File: config.mk
export PLATFORM = sky130hd
export DESIGN_NAME = multicycle_control
export DESIGN_NICKNAME = d
export VERILOG_FILES = /design/src/rtl/multicycle_control.sv
export SDC_FILE = /design/constraint.sdc
export NUM_CORES = 1
export LEC_CHECK = 0
export ABC_AREA = 0
export CAP_MARGIN = 30
export CORE_ASPECT_RATIO = 1.1
export CORE_UTILIZATION = 42
export DETAILED_ROUTE_END_ITERATION = 10
export GPL_TIMING_DRIVEN = 0
export PLACE_DENSITY = 0.76
export SYNTH_ARGS = -nofsm -noshare
export SYNTH_HDL_FRONTEND = slang
export SYNTH_SLANG_ARGS = --single-unit
File: constraint.sdc
create_clock -name clk -period 1.62 [get_ports clk]
set_input_delay 0.405 -clock clk [delete_from_list [all_inputs] [get_ports clk]]
set_output_delay 0.405 -clock clk [all_outputs]
set_load 0.01 [all_outputs]
File: src/rtl/multicycle_control.sv
// Main control FSM for a multicycle MIPS datapath: fetch/decode/execute/mem/writeback.
// Latency: outputs are combinational from State; lw 5, sw 4, R/addi 4, beq/j 3 cycles.
// Backpressure: FETCH, MEMREAD and MEMWRITE hold while MemReady=0; other states ignore it.
//
// Ports:
//   clk, rst_n            - rising-edge clock, asynchronous active-low reset
//   Opcode                - IR[31:26], valid from DECODE onward
//   MemReady              - shared memory completes the current access this cycle
//   PCWrite/PCWriteCond   - PC load (unconditional / on ALU Zero)
//   IorD, MemRead, MemWrite, IRWrite - memory address select and enables
//   MemtoReg, RegDst, RegWrite       - register-file writeback controls
//   ALUSrcA, ALUSrcB, ALUOp, PCSource - datapath mux selects
//   State, IllegalOp, InstrCount      - debug state, bad-opcode pulse, retired count
module multicycle_control #(
  parameter int CNT_W = 32
) (
  input  logic             clk,
  input  logic             rst_n,
  input  logic [5:0]       Opcode,
  input  logic             MemReady,
  output logic             PCWrite,
  output logic             PCWriteCond,
  output logic             IorD,
  output logic             MemRead,
  output logic             MemWrite,
  output logic             IRWrite,
  output logic             MemtoReg,
  output logic             RegDst,
  output logic             RegWrite,
  output logic             ALUSrcA,
  output logic [1:0]       ALUSrcB,
  output logic [1:0]       ALUOp,
  output logic [1:0]       PCSource,
  output logic [3:0]       State,
  output logic             IllegalOp,
  output logic [CNT_W-1:0] InstrCount
);

  localparam logic [3:0] S_FETCH    = 4'd0;
  localparam logic [3:0] S_DECODE   = 4'd1;
  localparam logic [3:0] S_MEMADR   = 4'd2;
  localparam logic [3:0] S_MEMREAD  = 4'd3;
  localparam logic [3:0] S_MEMWB    = 4'd4;
  localparam logic [3:0] S_MEMWRITE = 4'd5;
  localparam logic [3:0] S_EXECUTE  = 4'd6;
  localparam logic [3:0] S_ALUWB    = 4'd7;
  localparam logic [3:0] S_BRANCH   = 4'd8;
  localparam logic [3:0] S_JUMP     = 4'd9;
  localparam logic [3:0] S_ADDIEX   = 4'd10;
  localparam logic [3:0] S_ADDIWB   = 4'd11;

  localparam logic [5:0] OP_RTYPE = 6'b000000;
  localparam logic [5:0] OP_J     = 6'b000010;
  localparam logic [5:0] OP_BEQ   = 6'b000100;
  localparam logic [5:0] OP_ADDI  = 6'b001000;
  localparam logic [5:0] OP_LW    = 6'b100011;
  localparam logic [5:0] OP_SW    = 6'b101011;

  logic [3:0]       state_q, state_d;
  logic [CNT_W-1:0] cnt_q, cnt_d;

  // Raw (ungated) decode of the state-dependent enables.
  logic pc_write, pc_write_cond, mem_write, ir_write, reg_write, illegal;
  logic retire;

  always_comb begin
    state_d       = S_FETCH;
    retire        = 1'b0;
    illegal       = 1'b0;
    pc_write      = 1'b0;
    pc_write_cond = 1'b0;
    mem_write     = 1'b0;
    ir_write      = 1'b0;
    reg_write     = 1'b0;
    IorD          = 1'b0;
    MemRead       = 1'b0;
    MemtoReg      = 1'b0;
    RegDst        = 1'b0;
    ALUSrcA       = 1'b0;
    ALUSrcB       = 2'b00;
    ALUOp         = 2'b00;
    PCSource      = 2'b00;

    case (state_q)
      S_FETCH: begin
        MemRead  = 1'b1;
        ALUSrcB  = 2'b01;
        pc_write = MemReady;
        ir_write = MemReady;
        state_d  = MemReady ? S_DECODE : S_FETCH;
      end
      S_DECODE: begin
        // Speculatively compute the branch target into ALUOut.
        ALUSrcB = 2'b11;
        case (Opcode)
          OP_LW, OP_SW: state_d = S_MEMADR;
          OP_RTYPE:     state_d = S_EXECUTE;
          OP_BEQ:       state_d = S_BRANCH;
          OP_J:         state_d = S_JUMP;
          OP_ADDI:      state_d = S_ADDIEX;
          default: begin
            state_d = S_FETCH;
            illegal = 1'b1;
          end
        endcase
      end
      S_MEMADR: begin
        ALUSrcA = 1'b1;
        ALUSrcB = 2'b10;
        state_d = (Opcode == OP_LW) ? S_MEMREAD : S_MEMWRITE;
      end
      S_MEMREAD: begin
        MemRead = 1'b1;
        IorD    = 1'b1;
        state_d = MemReady ? S_MEMWB : S_MEMREAD;
      end
      S_MEMWB: begin
        reg_write = 1'b1;
        MemtoReg  = 1'b1;
        retire    = 1'b1;
      end
      S_MEMWRITE: begin
        mem_write = 1'b1;
        IorD      = 1'b1;
        retire    = MemReady;
        state_d   = MemReady ? S_FETCH : S_MEMWRITE;
      end
      S_EXECUTE: begin
        ALUSrcA = 1'b1;
        ALUOp   = 2'b10;
        state_d = S_ALUWB;
      end
      S_ALUWB: begin
        reg_write = 1'b1;
        RegDst    = 1'b1;
        retire    = 1'b1;
      end
      S_BRANCH: begin
        ALUSrcA       = 1'b1;
        ALUOp         = 2'b01;
        pc_write_cond = 1'b1;
        PCSource      = 2'b01;
        retire        = 1'b1;
      end
      S_JUMP: begin
        pc_write = 1'b1;
        PCSource = 2'b10;
        retire   = 1'b1;
      end
      S_ADDIEX: begin
        ALUSrcA = 1'b1;
        ALUSrcB = 2'b10;
        state_d = S_ADDIWB;
      end
      S_ADDIWB: begin
        reg_write = 1'b1;
        retire    = 1'b1;
      end
      default: begin
        // Encodings 12-15: all defaults (enables off), recover to FETCH.
        state_d = S_FETCH;
      end
    endcase

    cnt_d = retire ? cnt_q + CNT_W'(1) : cnt_q;
  end

  always_ff @(posedge clk or negedge rst_n) begin
    if (!rst_n) begin
      state_q <= S_FETCH;
      cnt_q   <= '0;
    end else begin
      state_q <= state_d;
      cnt_q   <= cnt_d;
    end
  end

  // While reset is held the FSM sits in FETCH; masking the write-type enables
  // with rst_n keeps an aborted instruction from touching PC, IR, regs or memory.
  assign PCWrite     = pc_write & rst_n;
  assign PCWriteCond = pc_write_cond & rst_n;
  assign MemWrite    = mem_write & rst_n;
  assign IRWrite     = ir_write & rst_n;
  assign RegWrite    = reg_write & rst_n;
  assign IllegalOp   = illegal & rst_n;
  assign State       = state_q;
  assign InstrCount  = cnt_q;

endmodule

# [Word-level counts from Yosys, hierarchy flattened]
# Cells that the tools add are included.
[classes] n_addsub=1 n_eq_ne=16 mux=22 n_bitwise=6 reduce_logical=10
[op_table] cell="adder 32 x 1 -> 32 bit, second input constant" n=1
[op_table] cell="one-hot mux 4 bit (7 select lines)" n=1
[op_table] cell="one-hot mux 4 bit (5 select lines)" n=1
[op_table] cell="== test 4 x 3 -> 1 bit, second input constant" n=4
[op_table] cell="== test 4 bit, second input constant" n=4
[op_table] cell="== test 6 bit, second input constant" n=2
[op_table] cell="2-to-1 mux 1 bit" n=12
[op_table] cell="2-to-1 mux 3 bit" n=3
[op_table] cell="== test 4 x 2 -> 1 bit, second input constant" n=2
[op_table] cell="one-hot mux 2 bit (2 select lines)" n=2
[op_table] cell="OR reduction 2 bit" n=4
[op_table] cell="bitwise AND 1 bit" n=6
[op_table] cell="== test 6 x 2 -> 1 bit, second input constant" n=1
[op_table] cell="== test 6 x 3 -> 1 bit, second input constant" n=1
[op_table] cell="== test 6 x 4 -> 1 bit, second input constant" n=1
[op_table] cell="logical NOT 6 bit" n=1
[op_table] cell="one-hot mux 2 bit (3 select lines)" n=1
[op_table] cell="OR reduction 6 bit" n=1
[op_table] cell="OR reduction 5 bit" n=1
[op_table] cell="== test 4 x 1 -> 1 bit, second input constant" n=1
[op_table] cell="logical NOT 4 bit" n=1
[op_table] cell="one-hot mux 1 bit (2 select lines)" n=2
[op_table] cell="OR reduction 4 bit" n=1
[op_table] cell="OR reduction 3 bit" n=1
[totals] regBits=36 output_inout_bits=53

# [Logic depth before layout (Yosys ltp)]
# Gate-level depths: netlist of the first run.
[depth] ltp_word=5 ltp_mapped=6 depth_no_buf=5

# [Least setup slack after synthesis of the first run]
# Ideal clock, no wire load.
[synth_timing] kind="reg-to-reg" start="register state_q[0], in the netlist State[0]" end="register cnt_q[29], in the netlist InstrCount[29]" t_arrival_ns=1.668 t_required_ns=1.541 slack_ns=-0.128 path_stages_with_launch=7 path_buffers=1 path_cell_list="dfrtp_1 -> and4bb_4 -> nor4b_4 -> buf_6 -> nand4_2 -> nor3_1 -> xor2_1"
[synth_between] elab_chain_cells=3 elab_cells_between_ends=8 classes_between="eq/ne (6); mux (1); reduce/logical (1)"
[synth_lines] element="start, declared" line_no="59" source="logic [3:0] state_q, state_d;"
[synth_lines] element="start signal, assigned" line_no="173" source="state_q <= state_d;"
[synth_lines] element="== test 4 bit or == test 4 x 3 -> 1 bit (tied branches)" line_no="84" source="case (state_q)"
[synth_lines] element="OR reduction 5 bit (no line)"
[synth_lines] element="one-hot mux 1 bit (2 select lines) *" line_no="84"
[synth_lines] element="end signal, assigned" line_no="174" source="cnt_q <= cnt_d;"
[synth_lines] element="end, declared" line_no="60" source="logic [CNT_W-1:0] cnt_q, cnt_d;"
# Every way passes the cells marked *; elsewhere a longest branch is shown, timed or not.
# A chain may end at the register's enable or synchronous reset.

# [Worst setup path in the final report of the first run]
[layout_timing] start="register state_q[0], in the netlist State[0]" end="register cnt_q[20], in the netlist InstrCount[20]"
# Same word-level chain as after synthesis.

==> results by group, run 1 <==
Status
  – Status: complete, but fails checks
  – Failing checks: hold timing, setup timing

Power
  – Net Switching: 676 µW
  – Clock share of power: 34.5%
  – PwrDens: 629 nW/µm²
  – Sequential power share: 41.6%
  – VDD IR-drop max: 0.000761 V
  – Logic pwr share: 24.0%
  – Power, Total: 2360 µW
  – Internal power: 1680 µW
  – Leak: 0.00200 µW
  – Sw Share: 28.7%

Finish
  – Post-route cell area: 3740 µm²
  – Ant diodes: 0
  – Filler cell count in the final layout: 204
  – Final nets: 348
  – Core Util, Final: 85.5%
  – Share of layout cells above drive strength 1: 51.6%
  – Area Growth Syn to Fin: 91.5%

Timing
  – Unrepaired setup endpoints after global routing: true
  – Final hold slack: -0.0144 ns
  – Setup TNS: -14.44 ns
  – Minimum clock period: 2.03 ns
  – Final period utilization: 125%
  – Final Max Tran Viols: 0
  – Clock Skew: 0.0142 ns
  – Final setup viols: 52
  – Fin worst setup slack: -0.412 ns
  – Fmax achieved: 492 MHz
  – Slew headroom: 59.2%
  – Hold Vio Cnt, Final: 9
  – Worst Tran Pin Value: 0.607 ns

Route
  – DRC violations left: 0
  – Antenna viol nets, final: 0
  – Routed wire length: 8590 µm
  – Via count: 2,368
  – Routed WL per cell: 21.8 µm
  – Initial DRC Count: 209
  – DR vias/cell: 6.03
  – DRT Pass-1 Iters: 5

Placed design
  – Buffers on Ports: 60
  – Final RePlAce weighted congestion: 0.817
  – Hpwl dp: 3270 µm
  – Placement Cell Area: 2640 µm²

Logic synthesis
  – Register area share after synthesis: 46.1%
  – Syn Nets: 214
  – Count of yosys warnings during synthesis: 0
  – Ys flop type: dfrtp_1
  – Number of flops mapped to enable cells by yosys: 0
  – Post-Syn Instances: 204
  – Async set or reset register ratio after synthesis: 100%
  – Avg Inst Size Synth: 9.59 µm²
  – Synthesized flop and latch total: 36
  – Synth cell types: 40
  – Mapped Area: 1960 µm²

Worst setup path
  – Most used cell, CP: buf_6
  – Worst reg-to-reg setup slack: -0.41 ns
  – FF-to-FF End: InstrCount[20]
  – Critical path class: register to register
  – Reg2Reg Depth: 9
  – Crit path capture type: register
  – Slowest CP cell: dfrtp_2
  – Worst EP required: 1.85 ns
  – Launch point of the worst reg-to-reg path: State[0]
  – Crit path DAT: 2.26 ns
  – Worst path max stage delay: 0.45 ns
  – Critical-path cell list: buf_6, buf_6, and4bb_4, nor4b_4, buf_6, buf_4, nand3_4, nor3_4, xor2_1
  – Crit Path Max Fanout: 6
  – Crit start category: register

GRT
  – Number of global-route vias before repair: 2,195
  – Largest net degree at the start of global routing: 43
  – Antenna violations before repair: 0
  – First-pass GRT wire length: 11,500 µm
  – GRT overflow: 0
  – Tot GR Track Use: 31.8%

Floorplan
  – Initial Util: 44.7%
  – I/O pin cnt: 62
  – Row Count: 25
  – Die Wd: 67.1 µm
  – Core area: 4380 µm²
  – Die H: 73.6 µm
  – Die area: 4930 µm²

Clocking
  – Hold buffer count at CTS: 0
  – H-tree Lvls: 2
  – CTS root buf: clkbuf_8
  – Clock transition at path regs: 0.08 ns
  – CTS sink cnt: 36
  – CTS buffer count: 5
  – CTS tree: done
  – Clock tree buffer depth: 2
  – Worst skew pair latency: 0.31 ns

Hold path
  – Hold/Removal Path Class: primary input to async pin

Run
  – MaxCap Viol Count: 0
==> through the flow <==
stage,hold WS (ns),worst slack (ns),instances
detailed placement,0.482,-0.858,318
CTS,0.0174,-0.344,381
global route,0.0170,-0.484,393
finish,-0.0144,-0.412,393
floorplan,0.109,-0.0836,204
global placement,0.473,-1.95,318
==> Yosys cell counts, drive strengths merged, types with 3 or more instances <==
master,number,area [µm²]
nand4,10,68.8
nor3,15,75.1
inv,4,15.0
nand2,19,71.3
xnor2,20,175
a21oi,4,20.0
dfrtp,36,901
o21ai,6,30.0
nand3,11,60.1
and3,6,37.5
nand2b,3,18.8
clkbuf,5,18.8
xor2,13,114
nor2,21,78.8
==> kinds of logic after synthesis <==
| kind of cell | synth area share, % |
|---|---|
| xor+xnor | 14.8 |
| fa+ha+maj | 0.640 |
| compound gates | 6.85 |
| mux | 1.15 |
| flops | 46.1 |
| simple gates | 27.8 |
| buf+inv | 2.69 |
==> how the worst max path moves through the flow <==
stage	end	slack (ns)	start
floorplan	InstrCount[29]	-0.08	State[1]
global placement	PCWrite	-1.95	rst_n
detailed placement	PCWrite	-0.86	MemReady
CTS	InstrCount[27]	-0.34	State[0]
global route	InstrCount[27]	-0.48	State[0]
finish	InstrCount[20]	-0.41	State[0]
==> repair_timing <==
action	4_1_cts	5_1_grt
gates cloned	3	0
endpoints found under the setup margin	86	56
setup buffers	52	16
resized for setup	190	74
pin swaps	34	26
==> power groups by stage <==
stage / logic, µW / clock network (µW) / registers [µW]
finish: 564 / 812 / 979
floorplan: 143 / 0 / 1010
detailed placement: 336 / 0 / 1000
CTS: 472 / 789 / 976
global route: 593 / 850 / 986
global placement: 335 / 0 / 1000
==> flip-flops by register name (all words and copies together), names as in the netlist <==
| name | cells |
|---|---|
| InstrCount | 32 |
| State | 4 |
==> placed cells by master, fill, tap and decap left out, drive strengths merged, types with 2 or more instances in the layout <==
| cell | count |
|---|---|
| dlymetal6s2s | 4 |
| mux2 | 2 |
| xnor2 | 20 |
| dlygate4sd2 | 32 |
| and4 | 2 |
| nand2 | 19 |
| clkbuf | 13 |
| nor3 | 15 |
| inv | 4 |
| buf | 90 |
| nor4 | 2 |
| xor2 | 13 |
| nor2 | 21 |
| nand2b | 3 |
| o21a | 2 |
| nor3b | 2 |
| and3 | 6 |
| nand3 | 12 |
| a21oi | 4 |
| o21ai | 6 |
| dfrtp | 36 |
| nor2b | 2 |
| and2 | 2 |
| nand4 | 10 |
| nor4b | 2 |
==> critical path: cells and delay by family, from the launching register on <==
kind	cells	cell delay [ns]
xor+xnor	1	0.19
buf+inv	4	0.54
flops	1	0.45
simple gates	4	0.76
==> routing by layer <==
layer / track usage [%] / wire length (µm) / part of all wire (%) / up-vias
met3: 6.99 / 678 / 7.9 / 48
li1: - / - / - / 988
met5: 0 / 0 / 0 / -
met1: 43.7 / 3270 / 38 / 1158
met4: 13.2 / 457 / 5.3 / 0
met2: 48.0 / 4180 / 49 / 174
==> area by class of cell <==
class	count	area (µm²)	area share, %
Clock buffer	6	72.6	1.94
Clock inverter	2	35.0	0.936
Sequential cell	36	908	24.3
Inverter	4	17.5	0.468
Buffer	5	72.6	1.94
Timing Repair Buffer	128	1110	29.6
Tap cell	54	67.6	1.80
Multi-Input combinational cell	158	1460	39.0
No activity file was read; power rests on OpenSTA's default activity.
==> run 2, diff against run 1 <==
--- a/config.mk
+++ b/config.mk
@@ -10,8 +10,10 @@
 export CORE_ASPECT_RATIO = 1.1
 export CORE_UTILIZATION = 42
 export DETAILED_ROUTE_END_ITERATION = 10
+export GPL_ROUTABILITY_DRIVEN = 0
 export GPL_TIMING_DRIVEN = 0
 export PLACE_DENSITY = 0.76
+export SETUP_SLACK_MARGIN = 0.1
 export SYNTH_ARGS = -nofsm -noshare
 export SYNTH_HDL_FRONTEND = slang
 export SYNTH_SLANG_ARGS = --single-unit
==> constraint.sdc (replaced) <==
create_clock -name clk -period 1.62 [get_ports clk]
set_input_delay 0.243 -clock clk [delete_from_list [all_inputs] [get_ports clk]]
set_output_delay 0.243 -clock clk [all_outputs]
set_load 0.01 [all_outputs]
==> run 2 against run 1 <==
  * The flow still finishes with violations (hold timing, setup timing)
  * Register-to-register slack worse by 0.07 ns
  * Flip-flop and latch count unchanged
  * Utilization down 0.69 points
  * Via count is 4.1% lower
  * Global-route usage is 4.0 points lower
  * Combinational power grew 9.0%
  * Fmax down 3.5%
  * Largest power group unchanged
==> results by group, run 2 (same netlist as run 1, synthesis figures left out) <==
GRT
  – Antenna violations before repair: 0 (unchanged)
  – Tot GR Track Use: 27.8% (was 31.8%)
  – First-pass GRT wire length: 10,200 µm (was 11,500 µm)
  – Number of global-route vias before repair: 2,010 (was 2,195)
  – GRT overflow: 0 (unchanged)
  – Largest net degree at the start of global routing: 43 (unchanged)

Clocking
  – Worst skew pair latency: 0.29 ns (was 0.31 ns)
  – H-tree Lvls: 2 (unchanged)
  – CTS root buf: clkbuf_8 (unchanged)
  – Clock tree buffer depth: 2 (unchanged)
  – CTS tree: done (unchanged)
  – CTS buffer count: 5 (unchanged)
  – Clock transition at path regs: 0.08 ns (about the same)
  – CTS sink cnt: 36 (unchanged)

Timing
  – Worst Tran Pin Value: 0.555 ns (was 0.607 ns)
  – Final setup viols: 46 (was 52)
  – Fmax achieved: 475 MHz (was 492 MHz)
  – Clock Skew: 0.0110 ns (was 0.0142 ns)
  – Slew headroom: 62.7% (was 59.2%)
  – Unrepaired setup endpoints after global routing: true (unchanged)
  – Final Max Tran Viols: 0 (unchanged)
  – Fin worst setup slack: -0.484 ns (was -0.412 ns)
  – Final period utilization: 130% (was 125%)
  – Hold Vio Cnt, Final: 36 (was 9)
  – Minimum clock period: 2.10 ns (was 2.03 ns)
  – Final hold slack: -0.0851 ns (was -0.0144 ns)

Route
  – Antenna viol nets, final: 0 (unchanged)
  – DRC violations left: 0 (unchanged)
  – Via count: 2,270 (was 2,368)
  – Detail Route met2 WL: 3960 µm (was 4180 µm)
  – Routed wire length: 7940 µm (was 8590 µm)
  – DRT met1 WL: 3200 µm (was 3270 µm)
  – DRT Pass-1 Iters: 4 (was 5)
  – DR vias/cell: 5.90 (was 6.03)
  – Top sig layer: met4 (unchanged)
  – Routed WL per cell: 20.6 µm (was 21.8 µm)
  – Initial DRC Count: 202 (was 209)
  – Met3 wire len: 531 µm (was 678 µm)

Worst setup path
  – Worst EP required: 1.83 ns (was 1.85 ns)
  – Crit path capture type: register (unchanged)
  – Crit start category: register (unchanged)
  – Critical path class: register to register (unchanged)
  – Crit path DAT: 2.31 ns (was 2.26 ns)
  – Crit Path Max Fanout: 6 (unchanged)

Floorplan
  – Die area: 4930 µm² (unchanged)
  – Row Count: 25 (unchanged)
  – Die Wd: 67.1 µm (unchanged)
  – Die H: 73.6 µm (unchanged)
  – Initial Util: 44.7% (unchanged)
  – Core area: 4380 µm² (unchanged)
  – I/O pin cnt: 62 (unchanged)

Status
  – Failing checks: hold timing, setup timing (unchanged)
  – Status: complete, but fails checks (unchanged)

Power
  – VDD IR-drop max: 0.000797 V (was 0.000761 V)
  – PwrDens: 667 nW/µm² (was 629 nW/µm²)
  – Leak: 0.00209 µW (was 0.00200 µW)
  – Power, Total: 2480 µW (was 2360 µW)

Finish
  – Most frequent cells in the layout: 43 x buf_4, 31 x dfrtp_1, 21 x buf_6 (was 45 x buf_4, 32 x dlygate4sd2_1, 30 x dfrtp_1)
  – Share of layout cells above drive strength 1: 48.0% (was 51.6%)
  – Leading cell type in the layout, fill and taps excluded: buf_4 (unchanged)
  – Area Growth Syn to Fin: 90.0% (was 91.5%)
  – Ant diodes: 0 (unchanged)
  – Final nets: 340 (was 348)
  – Largest register FFs: 32 (unchanged)
  – Filler cell count in the final layout: 210 (was 204)

Placed design
  – Hpwl dp: 3190 µm (was 3270 µm)
  – Buffers on Ports: 60 (unchanged)

Hold path
  – Hold/Removal Path Class: primary input to async pin (unchanged)

Run
  – MaxCap Viol Count: 0 (unchanged)
## run 2: stage by stage
| step | area, µm² | util [%] | worst slack, ns | TNS [ns] | instances |
|---|---|---|---|---|---|
| finish | 3710 | 84.8 | -0.484 | -9.44 | 385 |
| floorplan | 2010 | - | -0.0612 | -0.495 | 204 |
| global placement | 2680 | 61.1 | -1.64 | -52.08 | 318 |
| CTS | 3310 | 75.6 | -0.190 | -4.17 | 361 |
| detailed placement | 2670 | 61.0 | -0.655 | -21.07 | 318 |
| global route | 3710 | 84.8 | -0.541 | -12.56 | 385 |
## run 2: power by group
group          internal [µW]  switching (µW)  leakage (µW)
logic                    328             287       0.00155
registers                936            44.2      0.000479
clock network            543             340     0.0000645
## run 2: final cells by class
cell class | count | area (µm²) | area share, %
Multi-Input combinational cell | 158 | 1420 | 38.3
Timing Repair Buffer | 120 | 1100 | 29.5
Sequential cell | 36 | 907 | 24.4
Clock buffer | 7 | 96.3 | 2.59
Buffer | 5 | 76.3 | 2.05
Tap cell | 54 | 67.6 | 1.82
Clock inverter | 1 | 30.0 | 0.808
Inverter | 4 | 17.5 | 0.472
## run 2: timing repair
| item | in CTS | in global routing |
|---|---|---|
| pin swaps | 37 | 28 |
| gates resized for setup | 157 | 64 |
| setup endpoints to repair | 63 | 76 |
| buffers inserted | 34 | 26 |
| hold endpoints to repair | 36 | 36 |
| gates cloned | 1 | 0 |
## run 2: metal layers
| layer | up-vias | track usage (%) |
|---|---|---|
| met4 | 0 | 10.4 |
| met5 | - | 0 |
| met3 | 24 | 6.83 |
| met1 | 1145 | 36.2 |
| met2 | 116 | 44.3 |
| li1 | 985 | - |
## run 2: worst max-delay path, cell delays in order (launching register included)
cell,delay [ns]
dfrtp_2,0.45
buf_6,0.13
nor2b_4,0.15
nor4b_4,0.33
buf_6,0.18
nand4_1,0.22
nor3_2,0.32
xor2_1,0.23
## run 2: path summary, 6_finish.rpt
| path | from | to | cells past startpoint | slack, ns |
|---|---|---|---|---|
| min in group clk | InstrCount[31] | InstrCount[31] | 1 | 0.51 |
| min | rst_n | InstrCount[13] | 1 | -0.09 |
| max | State[1] | InstrCount[19] | 7 | -0.48 |
| min reg2reg | InstrCount[31] | InstrCount[31] | 1 | 0.51 |
| max reg2reg | State[1] | InstrCount[19] | 7 | -0.48 |
| max in group asynchronous | rst_n | State[3] | 1 | 1.30 |
==> run 3, diff against run 2 <==
--- a/config.mk
+++ b/config.mk
@@ -6,7 +6,7 @@
 export NUM_CORES = 1
 export LEC_CHECK = 0
 export ABC_AREA = 0
-export CAP_MARGIN = 30
+export CAP_MARGIN = 20
 export CORE_ASPECT_RATIO = 1.1
 export CORE_UTILIZATION = 42
 export DETAILED_ROUTE_END_ITERATION = 10
==> results of run 3 <==
Same layout as run 2: the final DEF is identical, and so are final timing and power.
